==> src/rtl/instr_encoder_if.sv <==
// Host-to-encoder instruction handshake and encoder-to-RAM write port.
// The encoder is the slave: it consumes descriptions and drives the RAM strobe.
interface instr_encoder_if #(
  parameter int ADDR_W = 12
);
  logic              in_valid;
  logic              in_ready;
  logic [2:0]        in_fmt;
  logic [6:0]        in_op;
  logic [3:0]        in_cond;
  logic [2:0]        in_ra;
  logic [2:0]        in_rb;
  logic [2:0]        in_rc;
  logic [15:0]       in_imm;
  logic              wr_en;
  logic [ADDR_W-1:0] wr_addr;
  logic [15:0]       wr_data;

  modport master (
    output in_valid, in_fmt, in_op, in_cond, in_ra, in_rb, in_rc, in_imm,
    input  in_ready, wr_en, wr_addr, wr_data
  );

  modport slave (
    input  in_valid, in_fmt, in_op, in_cond, in_ra, in_rb, in_rc, in_imm,
    output in_ready, wr_en, wr_addr, wr_data
  );
endinterface

==> src/rtl/instr_encoder.sv <==
// Packs decoded instruction descriptions into 16-bit CPU words and writes them
// to instruction RAM at an auto-incrementing pointer, with trailing immediates.
module instr_encoder #(
  parameter int ADDR_W = 12
) (
  input  logic              clk,
  input  logic              reset,
  input  logic              start,
  input  logic [ADDR_W-1:0] start_addr,
  instr_encoder_if.slave    bus,
  output logic              err,
  output logic              full,
  output logic [ADDR_W:0]   word_count
);

  typedef enum logic {IDLE, IMM} state_t;

  state_t            state_q, state_d;
  logic [ADDR_W-1:0] ptr_q, ptr_d;
  logic [ADDR_W:0]   cnt_q, cnt_d;
  logic              full_q, full_d;
  logic              err_q, err_d;
  logic              wr_en_q, wr_en_d;
  logic [ADDR_W-1:0] wr_addr_q, wr_addr_d;
  logic [15:0]       wr_data_q, wr_data_d;
  logic [15:0]       imm_q, imm_d;

  logic        accept;
  logic        legal;
  logic        two_word;
  logic        last;
  logic        do_wr;
  logic [15:0] enc_word;
  logic [15:0] wr_word;

  assign bus.in_ready = (state_q == IDLE) & ~start & ~full_q;
  assign accept       = bus.in_valid & bus.in_ready;
  assign last         = &ptr_q;
  assign two_word     = (bus.in_fmt == 3'd0) &&
                        (bus.in_op >= 7'd10) && (bus.in_op <= 7'd12);

  // Word packing and legality for each format class.
  always_comb begin
    enc_word = 16'h0000;
    legal    = 1'b0;
    case (bus.in_fmt)
      3'd0: begin
        enc_word = {2'b00, bus.in_op, bus.in_cond, bus.in_ra};
        legal    = bus.in_op <= 7'd12;
      end
      3'd1: begin
        enc_word = {3'b001, bus.in_op[1:0], bus.in_cond, bus.in_ra, bus.in_imm[3:0]};
        legal    = bus.in_op <= 7'd3;
      end
      3'd2: begin
        enc_word = {2'b01, bus.in_op[3:0], bus.in_cond, bus.in_ra, bus.in_rb};
        legal    = bus.in_op <= 7'd15;
      end
      3'd3: begin
        enc_word = {2'b10, bus.in_op[0], bus.in_cond, bus.in_ra, bus.in_rb, bus.in_rc};
        legal    = bus.in_op <= 7'd1;
      end
      3'd4: begin
        enc_word = {2'b11, bus.in_op[1:0], bus.in_imm[11:0]};
        legal    = bus.in_op <= 7'd2;
      end
      3'd5: begin
        enc_word = {5'b11110, bus.in_op, bus.in_cond};
        legal    = bus.in_op <= 7'd16;
      end
      3'd6: begin
        enc_word = {5'b11111, bus.in_op[3:0], bus.in_cond, bus.in_imm[2:0]};
        legal    = bus.in_op <= 7'd1;
      end
      default: begin
        enc_word = 16'h0000;
        legal    = 1'b0;
      end
    endcase
    // Condition 1110 is reserved everywhere except the direct format, which has no cond field.
    if (bus.in_fmt != 3'd4 && bus.in_cond == 4'b1110) legal = 1'b0;
  end

  always_comb begin
    state_d   = state_q;
    ptr_d     = ptr_q;
    cnt_d     = cnt_q;
    full_d    = full_q;
    err_d     = err_q;
    wr_en_d   = 1'b0;
    wr_addr_d = wr_addr_q;
    wr_data_d = wr_data_q;
    imm_d     = imm_q;
    do_wr     = 1'b0;
    wr_word   = imm_q;

    if (start) begin
      state_d = IDLE;
      ptr_d   = start_addr;
      cnt_d   = '0;
      full_d  = 1'b0;
      err_d   = 1'b0;
    end else begin
      case (state_q)
        IDLE: begin
          if (accept) begin
            // A two-word instruction needs two free slots or it is dropped whole.
            if (!legal || (two_word && last)) begin
              err_d = 1'b1;
            end else begin
              do_wr   = 1'b1;
              wr_word = enc_word;
              if (two_word) begin
                state_d = IMM;
                imm_d   = bus.in_imm;
              end
            end
          end
        end
        IMM: begin
          do_wr   = 1'b1;
          wr_word = imm_q;
          state_d = IDLE;
        end
        default: state_d = IDLE;
      endcase
    end

    if (do_wr) begin
      wr_en_d   = 1'b1;
      wr_addr_d = ptr_q;
      wr_data_d = wr_word;
      ptr_d     = ptr_q + 1'b1;
      cnt_d     = cnt_q + 1'b1;
      if (last) full_d = 1'b1;
    end
  end

  always_ff @(posedge clk or posedge reset) begin
    if (reset) begin
      state_q   <= IDLE;
      ptr_q     <= '0;
      cnt_q     <= '0;
      full_q    <= 1'b0;
      err_q     <= 1'b0;
      wr_en_q   <= 1'b0;
      wr_addr_q <= '0;
      wr_data_q <= '0;
    end else begin
      state_q   <= state_d;
      ptr_q     <= ptr_d;
      cnt_q     <= cnt_d;
      full_q    <= full_d;
      err_q     <= err_d;
      wr_en_q   <= wr_en_d;
      wr_addr_q <= wr_addr_d;
      wr_data_q <= wr_data_d;
    end
  end

  // The latched immediate is only consumed from IMM, so it needs no reset.
  always_ff @(posedge clk) begin
    imm_q <= imm_d;
  end

  assign bus.wr_en   = wr_en_q;
  assign bus.wr_addr = wr_addr_q;
  assign bus.wr_data = wr_data_q;
  assign err         = err_q;
  assign full        = full_q;
  assign word_count  = cnt_q;

endmodule

==> src/flat_wrapper.sv <==
// flat-port wrapper written by rule: the top's interface ports become plain ports
module instr_encoder_flat 
#(
  parameter int ADDR_W = 12
)
  (clk, reset, start, start_addr, err, full, word_count, bus_in_valid, bus_in_fmt, bus_in_op, bus_in_cond, bus_in_ra, bus_in_rb, bus_in_rc, bus_in_imm, bus_in_ready, bus_wr_en, bus_wr_addr, bus_wr_data);
  instr_encoder_if #(.ADDR_W(ADDR_W)) bus_i ();
  input  logic clk;
  input  logic reset;
  input  logic start;
  input  logic [ADDR_W-1:0] start_addr;
  output logic err;
  output logic full;
  output logic [ADDR_W:0] word_count;
  input wire logic [$bits(bus_i.in_valid)-1:0] bus_in_valid;
  input wire logic [$bits(bus_i.in_fmt)-1:0] bus_in_fmt;
  input wire logic [$bits(bus_i.in_op)-1:0] bus_in_op;
  input wire logic [$bits(bus_i.in_cond)-1:0] bus_in_cond;
  input wire logic [$bits(bus_i.in_ra)-1:0] bus_in_ra;
  input wire logic [$bits(bus_i.in_rb)-1:0] bus_in_rb;
  input wire logic [$bits(bus_i.in_rc)-1:0] bus_in_rc;
  input wire logic [$bits(bus_i.in_imm)-1:0] bus_in_imm;
  output wire logic [$bits(bus_i.in_ready)-1:0] bus_in_ready;
  output wire logic [$bits(bus_i.wr_en)-1:0] bus_wr_en;
  output wire logic [$bits(bus_i.wr_addr)-1:0] bus_wr_addr;
  output wire logic [$bits(bus_i.wr_data)-1:0] bus_wr_data;
  assign bus_i.in_valid = bus_in_valid;
  assign bus_i.in_fmt = bus_in_fmt;
  assign bus_i.in_op = bus_in_op;
  assign bus_i.in_cond = bus_in_cond;
  assign bus_i.in_ra = bus_in_ra;
  assign bus_i.in_rb = bus_in_rb;
  assign bus_i.in_rc = bus_in_rc;
  assign bus_i.in_imm = bus_in_imm;
  assign bus_in_ready = bus_i.in_ready;
  assign bus_wr_en = bus_i.wr_en;
  assign bus_wr_addr = bus_i.wr_addr;
  assign bus_wr_data = bus_i.wr_data;
  instr_encoder #(.ADDR_W(ADDR_W)) u_core (.clk(clk), .reset(reset), .start(start), .start_addr(start_addr), .bus(bus_i), .err(err), .full(full), .word_count(word_count));
endmodule
==> config.mk <==
export PLATFORM = sky130hd
export DESIGN_NAME = instr_encoder_flat
export DESIGN_NICKNAME = d
export VERILOG_FILES = /design/src/rtl/instr_encoder_if.sv /design/src/rtl/instr_encoder.sv /design/src/flat_wrapper.sv
export SDC_FILE = /design/constraint.sdc
export NUM_CORES = 1
export LEC_CHECK = 0
export BUFFER_PORTS_ARGS = -buffer_cell sky130_fd_sc_hd__buf_2
export CAP_MARGIN = 10
export CORE_UTILIZATION = 50
export CTS_CLUSTER_SIZE = 25
export DETAILED_ROUTE_END_ITERATION = 8
export GPL_TIMING_DRIVEN = 0
export PLACE_DENSITY = 0.75
export SLEW_MARGIN = 0
export SYNTH_ARGS = -nofsm -noshare
export SYNTH_HDL_FRONTEND = slang
export SYNTH_SLANG_ARGS = --single-unit
export TNS_END_PERCENT = 1
==> constraint.sdc <==
create_clock -name clk -period 3.6 [get_ports clk]
set_clock_uncertainty 0.1 [all_clocks]
set_input_delay 0.72 -clock clk [delete_from_list [all_inputs] [get_ports clk]]
set_output_delay 0.72 -clock clk [all_outputs]
set_load 0.1 [all_outputs]
==> load_flow_metrics.sql <==
INSERT INTO impl_metrics (metric_group, metric, value, unit) VALUES
('worst_setup_path', 'worstSetupPathType', 'in -> reg', ''),
('synthesis', 'yosys_warnings', '0', ''),
('worst_setup_path', 'worstRegToRegCells', '9', ''),
('clocking', 'cts_made_buffers', '9', ''),
('sta', 'setup_ws', '0.612', 'ns'),
('final_layout', 'layout-area-overhead-vs-synth', '20.8', '%'),
('final_layout', 'number_of_antenna_cells_inserted', '0', ''),
('synthesis', 'yosys.area_share.adder', '0.605', '%'),
('final_layout', 'leading_cell_type_in_the_layout_fill_and_taps_excluded', 'sky130_fd_sc_hd__buf_2', ''),
('clocking', 'clock_latency', '0.35', 'ns'),
('sta', 'share_of_the_clock_period_used_by_the_worst_path_after_layout', '83.0', '%'),
('synthesis', 'synth.lib_cells_used.distinct', '52', ''),
('worst_setup_path', 'crit_arrival', '3.11', 'ns'),
('status', 'run_status', 'completed', ''),
('clocking', 'cts_root_buffer', 'sky130_fd_sc_hd__clkbuf_8', ''),
('sta', 'slew_worst_pin', '0.589', 'ns'),
('run', 'max_cap_viols', '0', ''),
('worst_setup_path', 'worst_setup_path_end_kind', 'register', ''),
('global_route', 'grt_pass1_wl', '18.9', 'mm'),
('floorplan', 'initial_core_util', '52.7', '%'),
('sta', 'rsz_0062_raised_after_global_routing', 'false', ''),
('synthesis', 'xor_xnor_fraction_of_synth_area', '1.06', '%'),
('global_route', 'grt_use_total', '28.4', '%'),
('route', 'drt_pass1_iterations', '5', ''),
('sta', 'slew_headroom', '60.7', '%'),
('clocking', 'clk_buf_depth', '2', ''),
('synthesis', 'synth.mux.area_fraction', '6.84', '%'),
('synthesis', 'synth_seq_area_share', '46.1', '%'),
('min_path', 'hold_path.class', 'in -> async', ''),
('sta', 'finish_stage_setup_viols', '0', ''),
('worst_setup_path', 'critical_path.max_fanout', '10', ''),
('synthesis', 'syn-cell-area', '4140', 'um^2'),
('placed_design', 'pre_cts_ws', '0.278', 'ns'),
('sta', 'final_hold_viol_count', '0', ''),
('final_layout', 'final_core_util', '63.7', '%'),
('global_route', 'first_global_vias', '3789', ''),
('clocking', 'cts_repair_resize_count', '0', ''),
('final_layout', 'layout-drive-gt1-share', '27.5', '%'),
('synthesis', 'postSynth.asyncResetShare', '78.1', '%'),
('power_and_ir_drop', 'p_leak', '2.16', 'nW'),
('clocking', 'post_cts_hold_buffer_count', '0', ''),
('synthesis', 'synth-simple-area-share', '18.2', '%'),
('final_layout', 'mostFrequentLayoutCells', '98 x sky130_fd_sc_hd__buf_2, 57 x sky130_fd_sc_hd__dfrtp_1, 43 x sky130_fd_sc_hd__a21oi_1', ''),
('route', 'routed_via_density', '6.12', ''),
('global_route', 'overflow', '0', ''),
('worst_setup_path', 'cp-start-kind', 'input pin', ''),
('floorplan', 'die-height', '92.9', 'um'),
('route', 'average_wire_per_cell_in_the_routed_design', '17.9', 'um'),
('floorplan', 'pin_count', '100', ''),
('clocking', 'tritoncts_clock_tree', 'done', ''),
('placed_design', 'place_inst', '630', ''),
('worst_setup_path', 'reg2reg_to', 'u_core.word_count[1]', ''),
('synthesis', 'post_syn_nets', '487', ''),
('floorplan', 'num_rows', '32', ''),
('placed_design', 'detailedPlacementHpwl', '8.47', 'mm'),
('synthesis', 'synth_compound_gate_area_share', '21.6', '%'),
('clocking', 'worst_setup_hold_path_clk_slew', '0.09', 'ns'),
('clocking', 'post-cts-setup-buffers', '0', ''),
('sta', 'slew_violations', '0', ''),
('sta', 'finalWorstPathRequiredPeriod', '2.99', 'ns'),
('route', 'initialDrtViolationCount', '263', ''),
('clocking', 'number_of_sinks_on_the_clock_net', '73', ''),
('power_and_ir_drop', 'power-per-cell-area', '480', 'nW/um^2'),
('worst_setup_path', 'critPathRequiredTime', '3.72', 'ns'),
('placed_design', 'routability_cong', '0.932', ''),
('synthesis', 'syn-mean-instance-area', '9.62', 'um^2'),
('clocking', 'htree_levels', '3', ''),
('placed_design', 'place.port_buffers', '97', ''),
('worst_setup_path', 'timing.reg2reg.setup_slack', '0.79', 'ns'),
('synthesis', 'synth_top_family_by_area', 'compound AO/OA/AOI/OAI gates', ''),
('global_route', 'pin_count_of_the_biggest_net_entering_global_routing', '33', '');
[per-layer routing]
layer	up-vias	wire, um	track usage [%]
met1	1922	4980	38.7
met2	193	5480	44.9
li1	1819	-	-
met4	0	281	10.5
met5	-	0	0
met3	25	824	5.58
[kinds of logic after synthesis]
family                     Yosys count
and+or+nand+nor                    144
AOI/OAI and AO/OA                  135
DFF                                 73
buffers and inverters               45
muxes                               26
xor gates and xnor gates             5
adders and majority gates            2
[where the power goes]
group          switching (W)  internal [W]  leakage, nW  total [W]
Combinational       0.000622      0.000165         1.17   0.000787
Sequential         0.0000493      0.000915        0.890   0.000964
Clock               0.000343      0.000304       0.0970   0.000647
Total                0.00101       0.00138         2.16    0.00240
[area by class of cell]
type,count,area (um^2)
Inverter,13,48.8
Sequential cell,73,1910
Multi-Input combinational cell,312,2010
Buffer,32,181
Clock buffer,10,149
Clock inverter,6,52.6
Timing Repair Buffer,99,517
Fill cell,721,2850
Tap cell,102,128
[worst max path at each step]
stage	from	endpoint	slack (ns)
global placement	bus_in_op[0]	u_core.imm_q[13]	0.28
CTS	bus_in_op[0]	u_core.imm_q[10]	0.64
global route	bus_in_op[4]	u_core.word_count[1]	0.44
finish	bus_in_op[4]	u_core.word_count[1]	0.61
floorplan	u_core.full	u_core.word_count[12]	0.19
detailed placement	bus_in_op[0]	u_core.imm_q[12]	0.28
[metrics by stage]
| stage | total power [W] | hold WS (ns) | cell area [um^2] |
|---|---|---|---|
| 3_5_place_dp | 0.00176 | 0.391 | 4780 |
| 3_3_place_gp | 0.00175 | 0.384 | 4760 |
| 5_1_grt | 0.00249 | 0.349 | 5000 |
| 4_1_cts | 0.00241 | 0.321 | 4990 |
| 6_report | 0.00240 | 0.319 | 5000 |
| 2_1_floorplan | 0.00159 | 0.414 | 4150 |
[cell usage after synthesis (all sizes together) (2+ instances only)]
cell    number  area, um^2
xnor2        3        26.3
or4         14         105
nand2       36         135
mux2i        8        80.1
nand3       15        75.1
a22o         2        17.5
o211a        2        20.0
nor2b       25         156
edfxtp      16         480
dfrtp       57        1430
nor4         5        31.3
mux2        18         203
a21oi       43         215
a31oi        9        56.3
clkinv       2        7.51
a21boi       2        15.0
o21ai       22         110
nor3         8        45.0
ha           2        25.0
nor2        23        86.3
o31ai        8        60.1
o211ai       5        37.5
xor2         2        17.5
a22oi        3        22.5
clkbuf      22        82.6
buf         10        98.8
a211oi      11        87.6
nand4        2        12.5
o22a        16         140
inv         11        41.3
or3          8        50.1
a221oi       3        26.3
nor3b        2        15.0
and3         2        12.5
[registers in the layout, summed over array words and instances, names as in the netlist]
register and flops:
u_core.bus.wr_data 16, u_core.imm_q 16, u_core.word_count 13, u_core.bus.wr_addr 12
u_core.ptr_q 12, u_core.bus.wr_en 1, u_core.err 1, u_core.full 1
u_core.state_q 1
[critical path: stages]
cell and delay (ns):
sky130_fd_sc_hd__buf_2 0.13, sky130_fd_sc_hd__nor4_1 0.37, sky130_fd_sc_hd__o2111ai_1 0.35, sky130_fd_sc_hd__o311ai_2 0.57
sky130_fd_sc_hd__o21ba_1 0.20, sky130_fd_sc_hd__buf_6 0.15, sky130_fd_sc_hd__buf_6 0.16, sky130_fd_sc_hd__buf_4 0.20
sky130_fd_sc_hd__mux2i_1 0.21, sky130_fd_sc_hd__nor2_1 0.06
No activity file was read; power rests on OpenSTA's default activity.
